File: src/rtl/net_div_sched.sv
// Round-robin scheduler that shares one fixed-latency divider among N_REQ requesters.
// Zero divisors are answered locally, and a timeout guard bounds the wait for div_end_i.
module net_div_sched #(
    parameter int N_REQ = 4,
    parameter int DW    = 32,
    parameter int TMO   = 64
) (
    input  logic                clk_i,
    input  logic                rst_ni,
    input  logic [N_REQ-1:0]    req_valid_i,
    output logic [N_REQ-1:0]    req_ready_o,
    input  logic [N_REQ*DW-1:0] req_a_i,
    input  logic [N_REQ*DW-1:0] req_b_i,
    output logic [N_REQ-1:0]    rsp_valid_o,
    input  logic [N_REQ-1:0]    rsp_ready_i,
    output logic [DW-1:0]       rsp_q_o,
    output logic [DW-1:0]       rsp_r_o,
    output logic                rsp_dz_o,
    output logic                rsp_tmo_o,
    output logic                div_start_o,
    output logic [DW-1:0]       div_a_o,
    output logic [DW-1:0]       div_b_o,
    input  logic                div_ready_i,
    input  logic                div_end_i,
    input  logic [DW-1:0]       div_q_i,
    input  logic [DW-1:0]       div_r_i,
    output logic                busy_o
);
    // state | meaning
    // IDLE  | arbitrate and accept one request
    // ISSUE | div_start_o high, timeout counter cleared
    // WAIT  | waiting for div_end_i or timeout
    // RESP  | response held for the owner until rsp_ready_i[owner]

    localparam int PW = $clog2(N_REQ);
    localparam int CW = (TMO > 1) ? $clog2(TMO) : 1;

    typedef enum logic [1:0] {ST_IDLE, ST_ISSUE, ST_WAIT, ST_RESP} state_t;

    state_t        state;
    logic [PW-1:0] ptr;
    logic [PW-1:0] owner;
    logic [PW-1:0] gnt_id;
    logic          gnt_found;
    logic [CW-1:0] cnt;
    logic [DW-1:0] gnt_a;
    logic [DW-1:0] gnt_b;

    function automatic logic [PW-1:0] wrap_id(input int v);
        return (v >= N_REQ) ? PW'(v - N_REQ) : PW'(v);
    endfunction

    function automatic logic [N_REQ-1:0] onehot(input logic [PW-1:0] id);
        logic [N_REQ-1:0] m;
        m     = '0;
        m[id] = 1'b1;
        return m;
    endfunction

    // Scan from farthest to nearest offset so the nearest valid requester wins.
    always_comb begin
        gnt_found = 1'b0;
        gnt_id    = '0;
        for (int k = N_REQ - 1; k >= 0; k--) begin
            if (req_valid_i[wrap_id(int'(ptr) + k)]) begin
                gnt_found = 1'b1;
                gnt_id    = wrap_id(int'(ptr) + k);
            end
        end
    end

    assign gnt_a = req_a_i[gnt_id*DW +: DW];
    assign gnt_b = req_b_i[gnt_id*DW +: DW];

    // Gated by rst_ni so no accept pulse is visible while reset is asserted.
    always_comb begin
        req_ready_o = '0;
        if (rst_ni && state == ST_IDLE && div_ready_i && gnt_found) begin
            req_ready_o = onehot(gnt_id);
        end
    end

    assign busy_o = (state != ST_IDLE);

    always_ff @(posedge clk_i or negedge rst_ni) begin
        if (!rst_ni) begin
            state       <= ST_IDLE;
            ptr         <= '0;
            owner       <= '0;
            cnt         <= '0;
            rsp_valid_o <= '0;
            rsp_q_o     <= '0;
            rsp_r_o     <= '0;
            rsp_dz_o    <= 1'b0;
            rsp_tmo_o   <= 1'b0;
            div_start_o <= 1'b0;
            div_a_o     <= '0;
            div_b_o     <= '0;
        end else begin
            div_start_o <= 1'b0;
            case (state)
                ST_IDLE: begin
                    if (div_ready_i && gnt_found) begin
                        owner   <= gnt_id;
                        div_a_o <= gnt_a;
                        div_b_o <= gnt_b;
                        if (gnt_b == '0) begin
                            rsp_q_o     <= '1;
                            rsp_r_o     <= gnt_a;
                            rsp_dz_o    <= 1'b1;
                            rsp_tmo_o   <= 1'b0;
                            rsp_valid_o <= onehot(gnt_id);
                            state       <= ST_RESP;
                        end else begin
                            div_start_o <= 1'b1;
                            state       <= ST_ISSUE;
                        end
                    end
                end
                ST_ISSUE: begin
                    cnt   <= '0;
                    state <= ST_WAIT;
                end
                ST_WAIT: begin
                    if (div_end_i) begin
                        rsp_q_o     <= div_q_i;
                        rsp_r_o     <= div_r_i;
                        rsp_dz_o    <= 1'b0;
                        rsp_tmo_o   <= 1'b0;
                        rsp_valid_o <= onehot(owner);
                        state       <= ST_RESP;
                    end else if (cnt == CW'(TMO - 1)) begin
                        rsp_q_o     <= '0;
                        rsp_r_o     <= '0;
                        rsp_dz_o    <= 1'b0;
                        rsp_tmo_o   <= 1'b1;
                        rsp_valid_o <= onehot(owner);
                        state       <= ST_RESP;
                    end else begin
                        cnt <= cnt + 1'b1;
                    end
                end
                ST_RESP: begin
                    if (rsp_ready_i[owner]) begin
                        rsp_valid_o <= '0;
                        ptr         <= wrap_id(int'(owner) + 1);
                        state       <= ST_IDLE;
                    end
                end
                default: state <= ST_IDLE;
            endcase
        end
    end

endmodule

File: config.mk
export PLATFORM = sky130hd
export DESIGN_NAME = net_div_sched
export DESIGN_NICKNAME = d
export VERILOG_FILES = /design/src/rtl/net_div_sched.sv
export SDC_FILE = /design/constraint.sdc
export NUM_CORES = 1
export LEC_CHECK = 0
export ABC_AREA = 1
export BUFFER_PORTS_ARGS = -buffer_cell sky130_fd_sc_hd__buf_2
export CORE_AREA = 2 2 185 187
export CTS_CLUSTER_SIZE = 10
export DETAILED_ROUTE_END_ITERATION = 7
export DIE_AREA = 0 0 187 189
export GPL_ROUTABILITY_DRIVEN = 0
export HOLD_SLACK_MARGIN = 0.06
export SETUP_SLACK_MARGIN = 0.05
export SLEW_MARGIN = 15
export SYNTH_ARGS = -nofsm -noshare
export SYNTH_HDL_FRONTEND = slang
export SYNTH_SLANG_ARGS = --single-unit
File: constraint.sdc
create_clock -name clk_i -period 3.81 [get_ports clk_i]
set_input_delay 1.143 -clock clk_i [delete_from_list [all_inputs] [get_ports clk_i]]
set_output_delay 1.143 -clock clk_i [all_outputs]
set_load 0.03 [all_outputs]
==> flow_summary_export.csv <==
group,metric,value,unit
yosys,synthSimpleGateAreaFrac,40.4,%
worst_setup_path,r2r-end,"rsp_q_o[31]$_DFFE_PN0P_",
worst_hold_path,min_to,"rsp_r_o[2]$_DFFE_PN0P_",
yosys,synth_compound_area_share,7.00,%
layout,drive_gt1_share,35.3,%
yosys,synth.cells.most_frequent,"575 x nand2_1, 272 x nand3_1, 147 x dfrtp_1",
worst_setup_path,crit_type,"input pin to output port",
yosys,ys_seq_area_share,40.2,%
yosys,synth_top_family_by_area,"simple AND/OR/NAND/NOR gates",
yosys,synthCells,1318,
worst_hold_path,hold_depth,2,
floorplan,io_pins,472,
timing,skew,0.0126,ns
floorplan,core-area,33300,µm²
routing,dr.pass1.iters,4,
timing,tns,0,ns
timing,period_minus_slack,3.65,ns
timing,setup_viol,0,
global_route,grt_pass1_wl,58100,µm
yosys,synth-main-ff-cell,"dfrtp_1",
yosys,yosysMostFrequentCell,"nand2_1",
yosys,yosys-mux-area-fraction,3.93,%
yosys,synth_area,9160,µm²
floorplan,die-height,189,µm
outcome,status,"completed",
global_route,antenna_found_initial,3,
floorplan,rows,67,
worst_setup_path,cp.arrival,2.51,ns
yosys,synth-async-reset-ratio,100,%
worst_setup_path,r2r_start,"ptr[0]$_DFFE_PN0P_",
global_route,grt_pass1_vias,10300,
routing,drt_iter0_drc,660,
yosys,postSynthAreaPerCell,6.95,µm²
routing,num_vias,10700,
power,powerDensity,1220,nW/µm²
power,ir_drop,0.593,mV
global_route,track_usage,21.1,%
yosys,ys_ff_latch,147,
clock_tree,cts_tree,"yes",
yosys,synth_top_area_share,40.2,%
routing,drc,0,
timing,slew-limit-headroom,44.5,%
timing,rsz0062_at_grt,"true",
yosys,synthAdderAreaFrac,1.23,%
routing,avgRoutedWirePerCell,17.2,µm
clock_tree,cts.sinks,147,
clock_tree,cts_max_path_buffers,2,
worst_setup_path,ff2ff_path_depth,26,
timing,fmax,0.274,GHz
placed_design,place_hpwl,28800,µm
clock_tree,numCtsBuffers,17,
worst_setup_path,path_max_fanout,4,
layout,syn2layout_area_growth,41.6,%
layout,nets,2104,
clock_tree,clock_latency,0.43,ns
layout,fin_area,13000,µm²
power,power.leakage,7.09,nW
yosys,ys_types,24,
routing,antenna_left,0,
timing,fin_crit_sh,95.9,%
yosys,synth.area.top_cells,"dfrtp_1 40%, nand2_1 24%, nand3_1 15%, mux2_2 3.9%, a22oi_1 2.6%",
placed_design,io_buffers,471,
floorplan,die_w,187,µm
worst_setup_path,worst_setup_path_start_kind,"input pin",
timing,drv_slew,0,
worst_setup_path,r2r_slack,0.33,ns
floorplan,start_util,27.5,%
clock_tree,clockRootBuffer,"clkbuf_16",
yosys,synth_edf_count,0,
worst_setup_path,crit_start,"req_valid_i[1]",
timing,tightest_slew,0.832,ns
worst_setup_path,crit_path_end_kind,"output port",
worst_hold_path,hold_path.class,"flop to flop",
global_route,grt_max_degree,146,
clock_tree,clkSlewWorstSetupHoldPaths,0.07,ns
placed_design,dpl_cell_area,12200,µm²
routing,drt_wl_total,38300,µm
yosys,synth_warnings,0,
floorplan,die_area,35300,µm²
yosys,synth_xor_area_share,0,%
job,cap_violations,0,
yosys,yosysTopAreaCell,"dfrtp_1",
global_route,overflow,0,
clock_tree,h-tree-depth,4,
yosys,syn-num-nets,1659,
timing,hold_viol,0,
worst_hold_path,hp-start,"rsp_r_o[2]$_DFFE_PN0P_",
worst_setup_path,cp.required,2.67,ns
routing,avgViaCountPerCell,4.81,
flip-flops by register name (all words and copies together) (netlist names):
| name | flops |
|---|---|
| cnt | 6 |
| div_a_o | 32 |
| div_b_o | 32 |
| div_start_o | 1 |
| owner | 2 |
| ptr | 2 |
| rsp_dz_o | 1 |
| rsp_q_o | 32 |
| rsp_r_o | 32 |
| rsp_tmo_o | 1 |
| rsp_valid_o | 4 |
| state | 2 |
critical path, cell delays in order:
cell	delay [ns]
buf_2	0.10
inv_1	0.07
nand2_1	0.10
nand3_2	0.10
nand2_1	0.06
nand3_1	0.10
nand3_2	0.14
nand2_4	0.15
clkinvlp_4	0.10
nor2_2	0.12
inv_1	0.09
nor2_4	0.08
buf_4	0.17
kinds of logic (layout without fill, tap and decap cells):
logic type	Yosys count	after routing
AO/OA/AOI/OAI	95	95
adder cells (fa/ha/maj)	9	9
buffers and inverters	148	606
flip-flops	147	147
multiplexers	32	32
other	0	3
AND/OR/NAND/NOR	887	887
placed cells by master, fill, tap and decap left out, types with 2 or more instances in the layout:
master,Yosys,routed
clkinv_8,0,2
nor2_1,31,23
buf_12,0,11
mux2_2,32,32
o21ai_1,4,2
ha_1,9,8
clkbuf_16,0,20
buf_2,11,467
nand2_4,0,4
a22oi_1,32,32
nor2_4,0,7
inv_1,35,34
inv_6,0,2
nand3_2,1,2
nand2_2,1,4
o21ai_2,0,2
inv_8,0,4
diode_2,0,3
nand4_1,5,5
dfrtp_1,147,146
inv_2,14,14
nand3_1,272,271
o21a_1,32,32
nand2_1,575,567
buf_4,12,39
a21oi_1,9,8
clkinv_4,0,3
buf_6,7,4
clkinvlp_4,0,3
o21ai_0,17,17
power breakdown:
part           internal [mW]  switching (mW)  leakage (nW)  total, mW
Clock                  0.935           0.784         0.285       1.72
Sequential              2.34           0.402          1.78       2.74
Combinational           3.75            7.62          5.03       11.4
how the worst max path moves through the flow:
stage | endpoint | slack, ns | cells after the start
2_1_floorplan | req_ready_o[0] | 0.04 | 14
3_3_place_gp | rsp_q_o[21]$_DFFE_PN0P_ | -0.09 | 22
3_5_place_dp | rsp_q_o[20]$_DFFE_PN0P_ | -0.15 | 23
4_1_cts | req_ready_o[0] | 0.07 | 14
5_1_grt | rsp_r_o[28]$_DFFE_PN0P_ | 0.01 | 25
6_report | req_ready_o[3] | 0.16 | 13
area by class of cell:
type,count,area (µm²)
fillers,3559,20300
multi-input cells,1023,4950
flip-flops and latches,147,3680
repair buffers,525,2990
well taps,448,561
clock buffers,18,429
inverters,49,188
clock inverters,14,166
diodes,3,7.51
routing by layer:
metal / GRT usage (%) / part of all wire (%) / up-vias
met3: 4.60 / 6.9 / 65
met4: 8.06 / 3.2 / 0
met1: 28.1 / 44 / 5017
met5: 0 / 0 / -
li1: - / - / 5198
met2: 33.3 / 46 / 439
timing repair:
action,CTS,global route
resized for setup,2,21
pin swaps,1,6
setup endpoints to repair,3,75
cloned,0,3
setup buffers,3,4
hold buffers,0,0
per-stage QoR:
| stage | power, mW | std cells | hold slack (ns) | worst slack, ns | utilization [%] |
|---|---|---|---|---|---|
| after global routing | 17.3 | 2227 | 0.464 | 0.0134 | 39.0 |
| after CTS | 15.7 | 2217 | 0.471 | 0.0675 | 38.4 |
| after global placement | 13.7 | 2182 | 0.449 | -0.0870 | 36.5 |
| after detailed placement | 13.8 | 2182 | 0.453 | -0.148 | 36.5 |
| after floorplan | 10.2 | 1318 | 0.484 | 0.0434 | - |
| final | 15.8 | 2227 | 0.466 | 0.157 | 39.0 |
No activity file was read; power rests on OpenSTA's default activity.
